<file path="src/rtl/elevator_pkg.sv">
// Shared constants for the elevator status display: segment patterns, digit slots, status payload.
package elevator_pkg;

    localparam int unsigned IDX_W   = 2;
    localparam int unsigned BLANK_W = 4;
    localparam int unsigned CODE_W  = 4;

    // Active-low g..a patterns; the decimal point is handled separately as seg[7].
    localparam logic [6:0] SEG_0   = 7'h40;
    localparam logic [6:0] SEG_1   = 7'h79;
    localparam logic [6:0] SEG_2   = 7'h24;
    localparam logic [6:0] SEG_3   = 7'h30;
    localparam logic [6:0] SEG_4   = 7'h19;
    localparam logic [6:0] SEG_5   = 7'h12;
    localparam logic [6:0] SEG_6   = 7'h02;
    localparam logic [6:0] SEG_7   = 7'h78;
    localparam logic [6:0] SEG_8   = 7'h00;
    localparam logic [6:0] SEG_9   = 7'h10;
    localparam logic [6:0] SEG_U   = 7'h41;
    localparam logic [6:0] SEG_D   = 7'h21;
    localparam logic [6:0] SEG_C   = 7'h46;
    localparam logic [6:0] SEG_O   = 7'h23;
    localparam logic [6:0] SEG_OFF = 7'h7F;

    localparam logic [IDX_W-1:0] DIG_FLOOR = 2'd3;
    localparam logic [IDX_W-1:0] DIG_DIR   = 2'd2;
    localparam logic [IDX_W-1:0] DIG_PPL   = 2'd1;
    localparam logic [IDX_W-1:0] DIG_DOOR  = 2'd0;

    typedef struct packed {
        logic [2:0] floor;
        logic [2:0] people;
        logic       dir;
        logic       door;
    } status_t;

endpackage

</file>
<file path="src/rtl/elevator_display_seg7_encode.sv">
// Combinational decimal code to active-low seven-segment pattern; unused codes blank.
module seg7_encode
    import elevator_pkg::*;
(
    input  logic [CODE_W-1:0] code_i,
    output logic [6:0]        seg_o
);

    always_comb begin
        seg_o = SEG_OFF;
        case (code_i)
            4'd0:    seg_o = SEG_0;
            4'd1:    seg_o = SEG_1;
            4'd2:    seg_o = SEG_2;
            4'd3:    seg_o = SEG_3;
            4'd4:    seg_o = SEG_4;
            4'd5:    seg_o = SEG_5;
            4'd6:    seg_o = SEG_6;
            4'd7:    seg_o = SEG_7;
            4'd8:    seg_o = SEG_8;
            4'd9:    seg_o = SEG_9;
            default: seg_o = SEG_OFF;
        endcase
    end

endmodule

</file>
<file path="src/rtl/elevator_display.sv">
// Four-digit multiplexed status display with frame snapshot, anti-ghost blanking and blink.
module elevator_display
    import elevator_pkg::*;
#(
    parameter int unsigned BLANK_CYC  = 4,
    parameter int unsigned PEOPLE_MAX = 7
) (
    input  logic       clk,
    input  logic       rst_n,
    input  logic       scan_tick,
    input  logic       blink_tick,
    input  logic [2:0] floor,
    input  logic [2:0] people,
    input  logic       dir,
    input  logic       door,
    output logic [3:0] an,
    output logic [7:0] seg
);

    logic [IDX_W-1:0]   idx_q,   idx_d;
    logic [BLANK_W-1:0] blank_q, blank_d;
    logic               phase_q, phase_d;
    status_t            snap_q,  snap_d;
    logic [3:0]         an_q,    an_d;
    logic [7:0]         seg_q,   seg_d;

    logic [CODE_W-1:0]  floor_code_c;
    logic [CODE_W-1:0]  ppl_code_c;
    logic [6:0]         floor_seg_c;
    logic [6:0]         ppl_seg_c;
    logic               overload_c;

    // Encoders look at the next-state snapshot so outputs land with the new idx.
    assign floor_code_c = CODE_W'(snap_d.floor) + CODE_W'(1);
    assign ppl_code_c   = CODE_W'(snap_d.people);
    assign overload_c   = (snap_d.people == 3'(PEOPLE_MAX));

    seg7_encode u_floor_enc (
        .code_i (floor_code_c),
        .seg_o  (floor_seg_c)
    );

    seg7_encode u_ppl_enc (
        .code_i (ppl_code_c),
        .seg_o  (ppl_seg_c)
    );

    always_comb begin
        idx_d   = idx_q;
        blank_d = blank_q;
        phase_d = phase_q;
        snap_d  = snap_q;
        an_d    = 4'hF;
        seg_d   = 8'hFF;

        if (scan_tick) begin
            idx_d   = idx_q + IDX_W'(1);
            blank_d = BLANK_W'(BLANK_CYC);
            if (idx_q == DIG_FLOOR) begin
                snap_d = '{floor: floor, people: people, dir: dir, door: door};
            end
        end else if (blank_q != '0) begin
            blank_d = blank_q - BLANK_W'(1);
        end

        if (blink_tick) begin
            phase_d = ~phase_q;
        end

        if (blank_d == '0) begin
            an_d = ~(4'b0001 << idx_d);
        end

        case (idx_d)
            DIG_FLOOR: seg_d = {1'b1, floor_seg_c};
            DIG_DIR:   seg_d = {1'b1, snap_d.dir ? SEG_U : SEG_D};
            DIG_PPL:   seg_d = (overload_c && phase_d) ? 8'hFF : {1'b1, ppl_seg_c};
            DIG_DOOR:  seg_d = snap_d.door ? {phase_d, SEG_O} : {1'b1, SEG_C};
            default:   seg_d = 8'hFF;
        endcase
    end

    always_ff @(posedge clk) begin
        if (!rst_n) begin
            idx_q   <= '0;
            blank_q <= '0;
            phase_q <= 1'b0;
            snap_q  <= '0;
            an_q    <= 4'hF;
            seg_q   <= 8'hFF;
        end else begin
            idx_q   <= idx_d;
            blank_q <= blank_d;
            phase_q <= phase_d;
            snap_q  <= snap_d;
            an_q    <= an_d;
            seg_q   <= seg_d;
        end
    end

    assign an  = an_q;
    assign seg = seg_q;

endmodule

</file>
<file path="config.mk">
export PLATFORM = sky130hd
export DESIGN_NAME = elevator_display
export DESIGN_NICKNAME = d
export VERILOG_FILES = /design/src/rtl/elevator_pkg.sv /design/src/rtl/elevator_display_seg7_encode.sv /design/src/rtl/elevator_display.sv
export SDC_FILE = /design/constraint.sdc
export NUM_CORES = 1
export LEC_CHECK = 0
export CAP_MARGIN = 20
export CORE_MARGIN = 2
export CORE_UTILIZATION = 54
export CTS_CLUSTER_SIZE = 40
export DETAILED_ROUTE_END_ITERATION = 6
export PLACE_DENSITY = 0.86
export SETUP_SLACK_MARGIN = 0.05
export SKIP_LAST_GASP = 1
export SYNTH_ARGS = -nofsm -noshare
export SYNTH_HDL_FRONTEND = slang
export SYNTH_SLANG_ARGS = --single-unit
</file>
<file path="constraint.sdc">
create_clock -name clk -period 2.8 [get_ports clk]
set_input_delay 0.42 -clock clk [delete_from_list [all_inputs] [get_ports clk]]
set_output_delay 0.42 -clock clk [all_outputs]
set_load 0.01 [all_outputs]
</file>
* Word-level counts from Yosys, hierarchy flattened
Memory sizes are Yosys's and may differ from the RTL's.
Index checks and enable logic that the tools add are counted.
** Word-level totals
- Register bits after elaboration :: 27
- Latch bits :: 0
- Memory bits (writable) :: 0
- ROM bits :: 224
- Output and inout bits :: 12
- Word-level logic and storage cells :: 37
- Memories kept :: 2
** Memories
- (no name shown) :: depth 16, bits a word 7, rd ports 1, clocked after Yosys merged registers in 0, write ports 0, line elevator_display_seg7_encode.sv:11 : case (code_i)
- (no name shown) :: depth 16, bits a word 7, rd ports 1, clocked after Yosys merged registers in 0, write ports 0, line elevator_display_seg7_encode.sv:11
** Cells by class
- Add/sub/neg operators :: 3
- Multipliers :: 0
- Div/mod/pow operators :: 0
- Order comparisons :: 0
- Equal/unequal tests :: 5
- Shifts and indexed selects :: 1
- Muxes and demuxes :: 10
- Bitwise logic cells :: 2
- Reduce and logical (&&, ||, !) cells :: 5
** Operators by type and width (number)
- $pmux 8 s4 :: 1
- $mux 8 :: 3
- $mux 7 :: 2
- $mux 4 :: 2
- $eq 2x2->1 const B :: 3
- $add 3x1->4 const B :: 1
- $logic_not 4->1 :: 1
- $not 4->4 :: 1
- $reduce_bool 4->1 :: 1
- $shl 1x2->4 const A :: 1
- $sub 4x1->4 const B :: 1
- $eq 3x3->1 const B :: 1
- $add 2x1->2 const B :: 1
- $eq 2x1->1 const B :: 1
- $logic_not 2->1 :: 1
- $mux 2 :: 1
- $reduce_and 2->1 :: 1
- $logic_and 1x1->1 :: 1
- $mux 1 :: 1
- $not 1->1 :: 1

* Logic depth before layout (Yosys ltp)
Gate-level depths: netlist of run 1.
- Word-level depth :: 7
- Gate-level depth with buffers :: 10
- Gate-level depth less buffers :: 9

* By module
A second synthesis of run 1 with hierarchy kept.
** Second synthesis, totals
- Cells, all modules :: 195
- Area, all modules :: 1649.1 um^2
** By module, submodules not included
- elevator_display :: instances 1, cells an instance 129, area each 1228.7 um^2
- seg7_encode :: instances 2, cells an instance 33, area each 210.2 um^2

* Worst setup path after synthesis of run 1
Ideal clock, no wire load.
- Path type :: register -> register
- From :: register idx_q[1]
- To :: register seg_q[0] (netlist: seg[0])
- Arrival time :: 2.067 ns
- Slack :: 0.593 ns
- Stages on the path, launching flop included :: 9
- Path buffers :: 0
- Period minus slack after synthesis :: 2.207 ns
- Cell sequence :: dfxtp_1 ha_1 nand2_4 mux2_2 ha_1 nand2_1 mux2_2 o221ai_2 o2111ai_1
** RTL lines
- start, declared :: line elevator_display.sv:20 : logic [IDX_W-1:0] idx_q, idx_d;
- start signal, assigned :: line elevator_display.sv:92 : idx_q <= idx_d;
- end signal, assigned :: line elevator_display.sv:97 : seg_q <= seg_d;
- end, declared :: line elevator_display.sv:25 : logic [7:0] seg_q, seg_d;

==> metrics, run 1 <==
1st-iter DRT viols=51; global-route wire length before repair=5820 um; CTS Hold Bufs=0; vias in the first global route=1277; Total GRT Usage=22.0%; post-detail-place hpwl=2730 um; clock tree from TritonCTS=yes; Vias=1360; Critical Path AT=2.74 ns; later-pin clock latency in the skew report=0.34 ns; Post-synth EDFFs=0; I/O pin total=24; nets@finish=225; reg2reg start=idx_q[1]; Crit Path Class=reg -> reg; CTS-repair resized insts=0; Hold Crit Start=snap_q[1]; worst vdd ir=0.337 mV; drt total wl=3490 um; Critical Path RT=3.05 ns; Avg WL per Cell=15.0 um; Worst R2R Path Depth=10; RSZ-0062 raised after global routing=no; input/output buffers=23; RD Place Congestion=0.874; WHS Path Cells=2; max-cap viol count=0; Clk pin slew, worst setup/hold paths=0.15 ns; setup tns final=0 ns; register bit total from synthesis=27; Final Setup Violations=0; Final min period=2.49 ns; Power, Total=0.777 mW; Die X=59.1 um; Row Count=19; Setup crit start kind=register; DR pass1 iterations=4; TritonCTS buffer count=3; Worst Skew=0.00334 ns; Slew @ Worst Pin=0.657 ns; CTS max path bufs=2; n_diodes=0; fin util=68.8%; initial core utilization=58.0%; DRC Markers=0; Via-to-Cell Ratio=5.86; Hold Violations, Final=0; r2r endpoint=seg[3]; Final Max Tran Viols=0; status=completed; YS warnings=0; FMAX=401 MHz; crit end category=register; antenna-violating nets left=0; Die ar.=0.00349 sq mm; Synth Instances=174; CTS H-tree lvls=1; ys flop type=dfxtp_1; commonest non-fill, non-tap cells in the layout=dfxtp_1, clkdlybuf4s50_1, nand2_1; Syn Std Cell Area=0.00164 sq mm; R2R setup slack=0.31 ns; Area Overhead vs Synth=18.7%; Max Fanout on Critical Path=11; Synthesized Nets=197; GRT overflow=0; post-synthesis sequential area ratio=33.0%; largest net degree at the start of global routing=24; Non-Filler Instances=232; layout cell share with drive strength beyond 1=11.9%; worst hold endpoint=snap_q[1]; Min Hold Slack=0.494 ns; Synth async-reset ratio=0%; max_slew headroom=54.9%; total core area=0.00283 sq mm; most common cell after layout, fill and taps aside=dfxtp_1; Root Buffer=clkbuf_4; HP Class=reg -> reg; clock sinks=27; Power per Cell Area=399 mW/mm^2; Post-CTS Setup Repair Bufs=0; Leakage=0.802 nW; placed cells=228; Synth Area per Inst=9.43 sq um; initial antenna violation count=0; Final period util=89.0%; Netlist cell types=48; die height=59.1 um
critical path, stage by stage, from the launching register on:
cell and delay (ns):
dfxtp_1 0.41, ha_1 0.26, nand2_4 0.15, buf_4 0.25, mux2i_1 0.31, inv_1 0.13
ha_1 0.26, and2_1 0.16, nor3_1 0.14, o21ai_1 0.09, a41o_1 0.25
logic make-up (layout without fill, tap and decap cells):
group                    after synthesis  in the layout  synth area share, %
adder cells (fa/ha/maj)               11             11                 8.39
multiplexers                          16             16                 14.6
XOR/XNOR                               3              3                 1.60
AO/OA/AOI/OAI                         37             37                 16.6
AND/OR/NAND/NOR                       65             65                 21.7
buffers and inverters                 15             42                 4.12
flip-flops                            27             27                 33.0
state kept, by name, summed over array words and instances (netlist names):
register,count
an,4
blank_q,4
idx_q,2
phase_q,1
seg,8
snap_q,8
metrics by stage:
step                      setup slack, ns  instance area, sq um
after floorplan                     0.593                  1640
after global placement             0.0821                  1920
after detailed placement           0.0409                  1920
after CTS                           0.289                  1950
after global routing                0.105                  1950
final                               0.308                  1950
synthesized netlist by cell type, types with 4 or more instances:
| library cell | n | share of area [%] |
|---|---|---|
| nor2b_1 | 5 | 1.9 |
| ha_1 | 11 | 8.4 |
| nor2_1 | 10 | 2.3 |
| mux2i_4 | 4 | 5.5 |
| dfxtp_1 | 27 | 33 |
| o21ai_0 | 8 | 2.4 |
| and2_1 | 11 | 4.2 |
| mux2i_1 | 6 | 3.7 |
| nand2_1 | 15 | 3.4 |
| inv_1 | 10 | 2.3 |
| nor3_1 | 6 | 1.8 |
power breakdown:
part | leakage [nW] | switching (mW) | internal (mW) | total, mW
clock network | 0.0139 | 0.126 | 0.0549 | 0.181
logic | 0.566 | 0.0859 | 0.0915 | 0.177
registers | 0.222 | 0.0123 | 0.407 | 0.419
layer usage:
layer | track usage (%) | up-vias | part of all wire, %
met3 | 2.62 | 7 | 3.9
met2 | 37.1 | 32 | 48
met1 | 29.2 | 644 | 47
met5 | 0 | - | 0
li1 | - | 677 | -
met4 | 6.82 | 0 | 1.8
cell type report:
type / instances / area, sq um
Fill cell: 236 / 882
Inverter: 10 / 37.5
Tap cell: 31 / 38.8
Sequential cell: 27 / 541
Clock buffer: 3 / 22.5
Multi-Input combinational cell: 132 / 1030
Clock inverter: 1 / 7.51
Timing Repair Buffer: 28 / 268
worst max path at each step:
stage | startpoint | endpoint | slack (ns) | depth (start not counted)
2_1_floorplan | idx_q[1] | seg[0] | 0.59 | 8
3_3_place_gp | scan_tick | seg[3] | 0.08 | 10
3_5_place_dp | scan_tick | seg[3] | 0.04 | 10
4_1_cts | idx_q[1] | seg[3] | 0.29 | 10
5_1_grt | idx_q[1] | seg[3] | 0.11 | 10
6_report | idx_q[1] | seg[3] | 0.31 | 10
(Power assumes the default switching activity.)
==> run 2: changes to the inputs <==
--- a/config.mk
+++ b/config.mk
@@ -10,6 +10,7 @@
 export CORE_UTILIZATION = 54
 export CTS_CLUSTER_SIZE = 40
 export DETAILED_ROUTE_END_ITERATION = 6
+export GPL_ROUTABILITY_DRIVEN = 0
 export PLACE_DENSITY = 0.86
 export SETUP_SLACK_MARGIN = 0.05
 export SKIP_LAST_GASP = 1
==> metrics, run 2 (synthesized netlist as in run 1, its figures left out) <==
status=completed; die height=59.1 um (unchanged); DR pass1 iterations=4 (unchanged); global-route wire length before repair=5610 um (-3.6%); post-detail-place hpwl=2600 um (-4.5%); Total GRT Usage=21.0% (-0.98 points); Crit Path Class=reg -> reg; input/output buffers=23 (unchanged); Setup crit start kind=register; GRT overflow=0 (unchanged); crit end category=register; most common cell after layout, fill and taps aside=dfxtp_1; TritonCTS buffer count=3 (unchanged); Sw Share=28.8% (-0.033 points); initial core utilization=58.0% (unchanged); Die ar.=0.00349 sq mm (unchanged); Internal=0.554 mW (about the same); Final min period=2.49 ns (-0.00570 ns); Worst Skew=0.00866 ns (+0.00532 ns); CTS H-tree lvls=1 (unchanged); FMAX=402 MHz (+0.23%); max-cap viol count=0 (unchanged); clock sinks=27 (unchanged); Final period util=88.8% (-0.20 points); total core area=0.00283 sq mm (unchanged); Critical Path RT=2.99 ns (-0.06 ns); Die X=59.1 um (unchanged); DRC Markers=0 (unchanged); Clk pin slew, worst setup/hold paths=0.16 ns (about the same); nets@finish=225 (unchanged); Avg WL per Cell=14.5 um (-3.3%); Power per Cell Area=399 mW/mm^2 (about the same); 1st-iter DRT viols=43 (-16%); Area Overhead vs Synth=18.7% (unchanged); placed cells=228 (unchanged); Leakage=0.801 nW (-0.16%); layout cell share with drive strength beyond 1=11.9% (unchanged); Via-to-Cell Ratio=5.73 (-2.2%); Hold Violations, Final=0 (unchanged); Vias=1330 (-2.2%); I/O pin total=24 (unchanged); reported net switching power=0.224 mW (-0.13%); later-pin clock latency in the skew report=0.34 ns (about the same); CTS max path bufs=2 (unchanged); max_slew headroom=52.9% (-2.0 points); antenna-violating nets left=0 (unchanged); Non-Filler Instances=232 (unchanged); largest net degree at the start of global routing=24 (unchanged); vias in the first global route=1338 (+4.8%); n_diodes=0 (unchanged); clock network power share=23.2% (about the same); Final Max Tran Viols=0 (unchanged); HP Class=reg -> reg; clock tree from TritonCTS=yes; commonest non-fill, non-tap cells in the layout=dfxtp_1, clkdlybuf4s50_1, nand2_1; worst vdd ir=0.329 mV (-2.3%); drt total wl=3370 um (-3.3%); Root Buffer=clkbuf_4; CTS-repair resized insts=0 (unchanged); Comb pwr share=22.9% (about the same); setup tns final=0 ns (unchanged); Critical Path AT=2.67 ns (-0.07 ns); Row Count=19 (unchanged); sequential group share of total power=53.9% (about the same); Max Fanout on Critical Path=8 (-3); Slew @ Worst Pin=0.686 ns (+0.0288 ns); CTS Hold Bufs=0 (unchanged); initial antenna violation count=0 (unchanged); Final Setup Violations=0 (unchanged); Post-CTS Setup Repair Bufs=0 (unchanged); RSZ-0062 raised after global routing=no
[run 2: power groups by stage]
stage | clock network [mW] | registers (mW) | logic (mW)
5_1_grt | 0.195 | 0.422 | 0.194
3_5_place_dp | 0 | 0.427 | 0.178
3_3_place_gp | 0 | 0.426 | 0.173
2_1_floorplan | 0 | 0.432 | 0.103
6_report | 0.180 | 0.419 | 0.178
4_1_cts | 0.184 | 0.419 | 0.179
[run 2: final cells by class]
cell class                 count  area (sq um)
clock buffer                   3          22.5
clock inverter                 1          7.51
fill                         228           882
inverter                      10          37.5
multi-input combinational    132          1030
sequential                    27           541
tap                           31          38.8
timing repair buffer          28           268
[run 2: worst max-delay path, stage by stage (launching register included)]
cell,delay [ns]
dfxtp_1,0.48
ha_1,0.27
nand2_4,0.09
mux2i_4,0.24
inv_1,0.16
ha_1,0.31
buf_4,0.20
o311ai_0,0.40
o221ai_1,0.17
[run 2: metal layers]
layer	up-vias	track usage, %	wire [um]
met5	-	0	0
met4	0	7.14	48
met3	6	3.49	134
met2	32	36.8	1680
met1	616	25.9	1510
li1	676	-	-
[run 2: per-stage QoR]
stage          setup WS, ns  utilization, %  instance area [sq um]  total power [mW]  hold slack [ns]
3_3_place_gp          0.133            67.8                   1920             0.599            0.456
5_1_grt               0.159            68.8                   1950             0.811            0.541
4_1_cts               0.308            68.8                   1950             0.783            0.487
6_report              0.313            68.8                   1950             0.777            0.486
2_1_floorplan         0.593               -                   1640             0.536            0.440
3_5_place_dp         0.0992            67.8                   1920             0.605            0.466
[run 2: worst paths after layout]
kind / start / to / slack [ns] / depth (start not counted)
worst min register to register: snap_q[1] / snap_q[1] / 0.49 / 2
worst max-delay path: idx_q[1] / seg[4] / 0.31 / 8
worst min-delay path: snap_q[1] / snap_q[1] / 0.49 / 2
worst max register to register: idx_q[1] / seg[4] / 0.31 / 8
==> run 3: changes to the inputs <==
--- a/config.mk
+++ b/config.mk
@@ -11,9 +11,11 @@
 export CTS_CLUSTER_SIZE = 40
 export DETAILED_ROUTE_END_ITERATION = 6
 export GPL_ROUTABILITY_DRIVEN = 0
+export HOLD_SLACK_MARGIN = 0.08
 export PLACE_DENSITY = 0.86
 export SETUP_SLACK_MARGIN = 0.05
 export SKIP_LAST_GASP = 1
+export SLEW_MARGIN = 0
 export SYNTH_ARGS = -nofsm -noshare
 export SYNTH_HDL_FRONTEND = slang
 export SYNTH_SLANG_ARGS = --single-unit
==> results of run 3 <==
Final layout, timing and power as in run 2 (identical DEF).
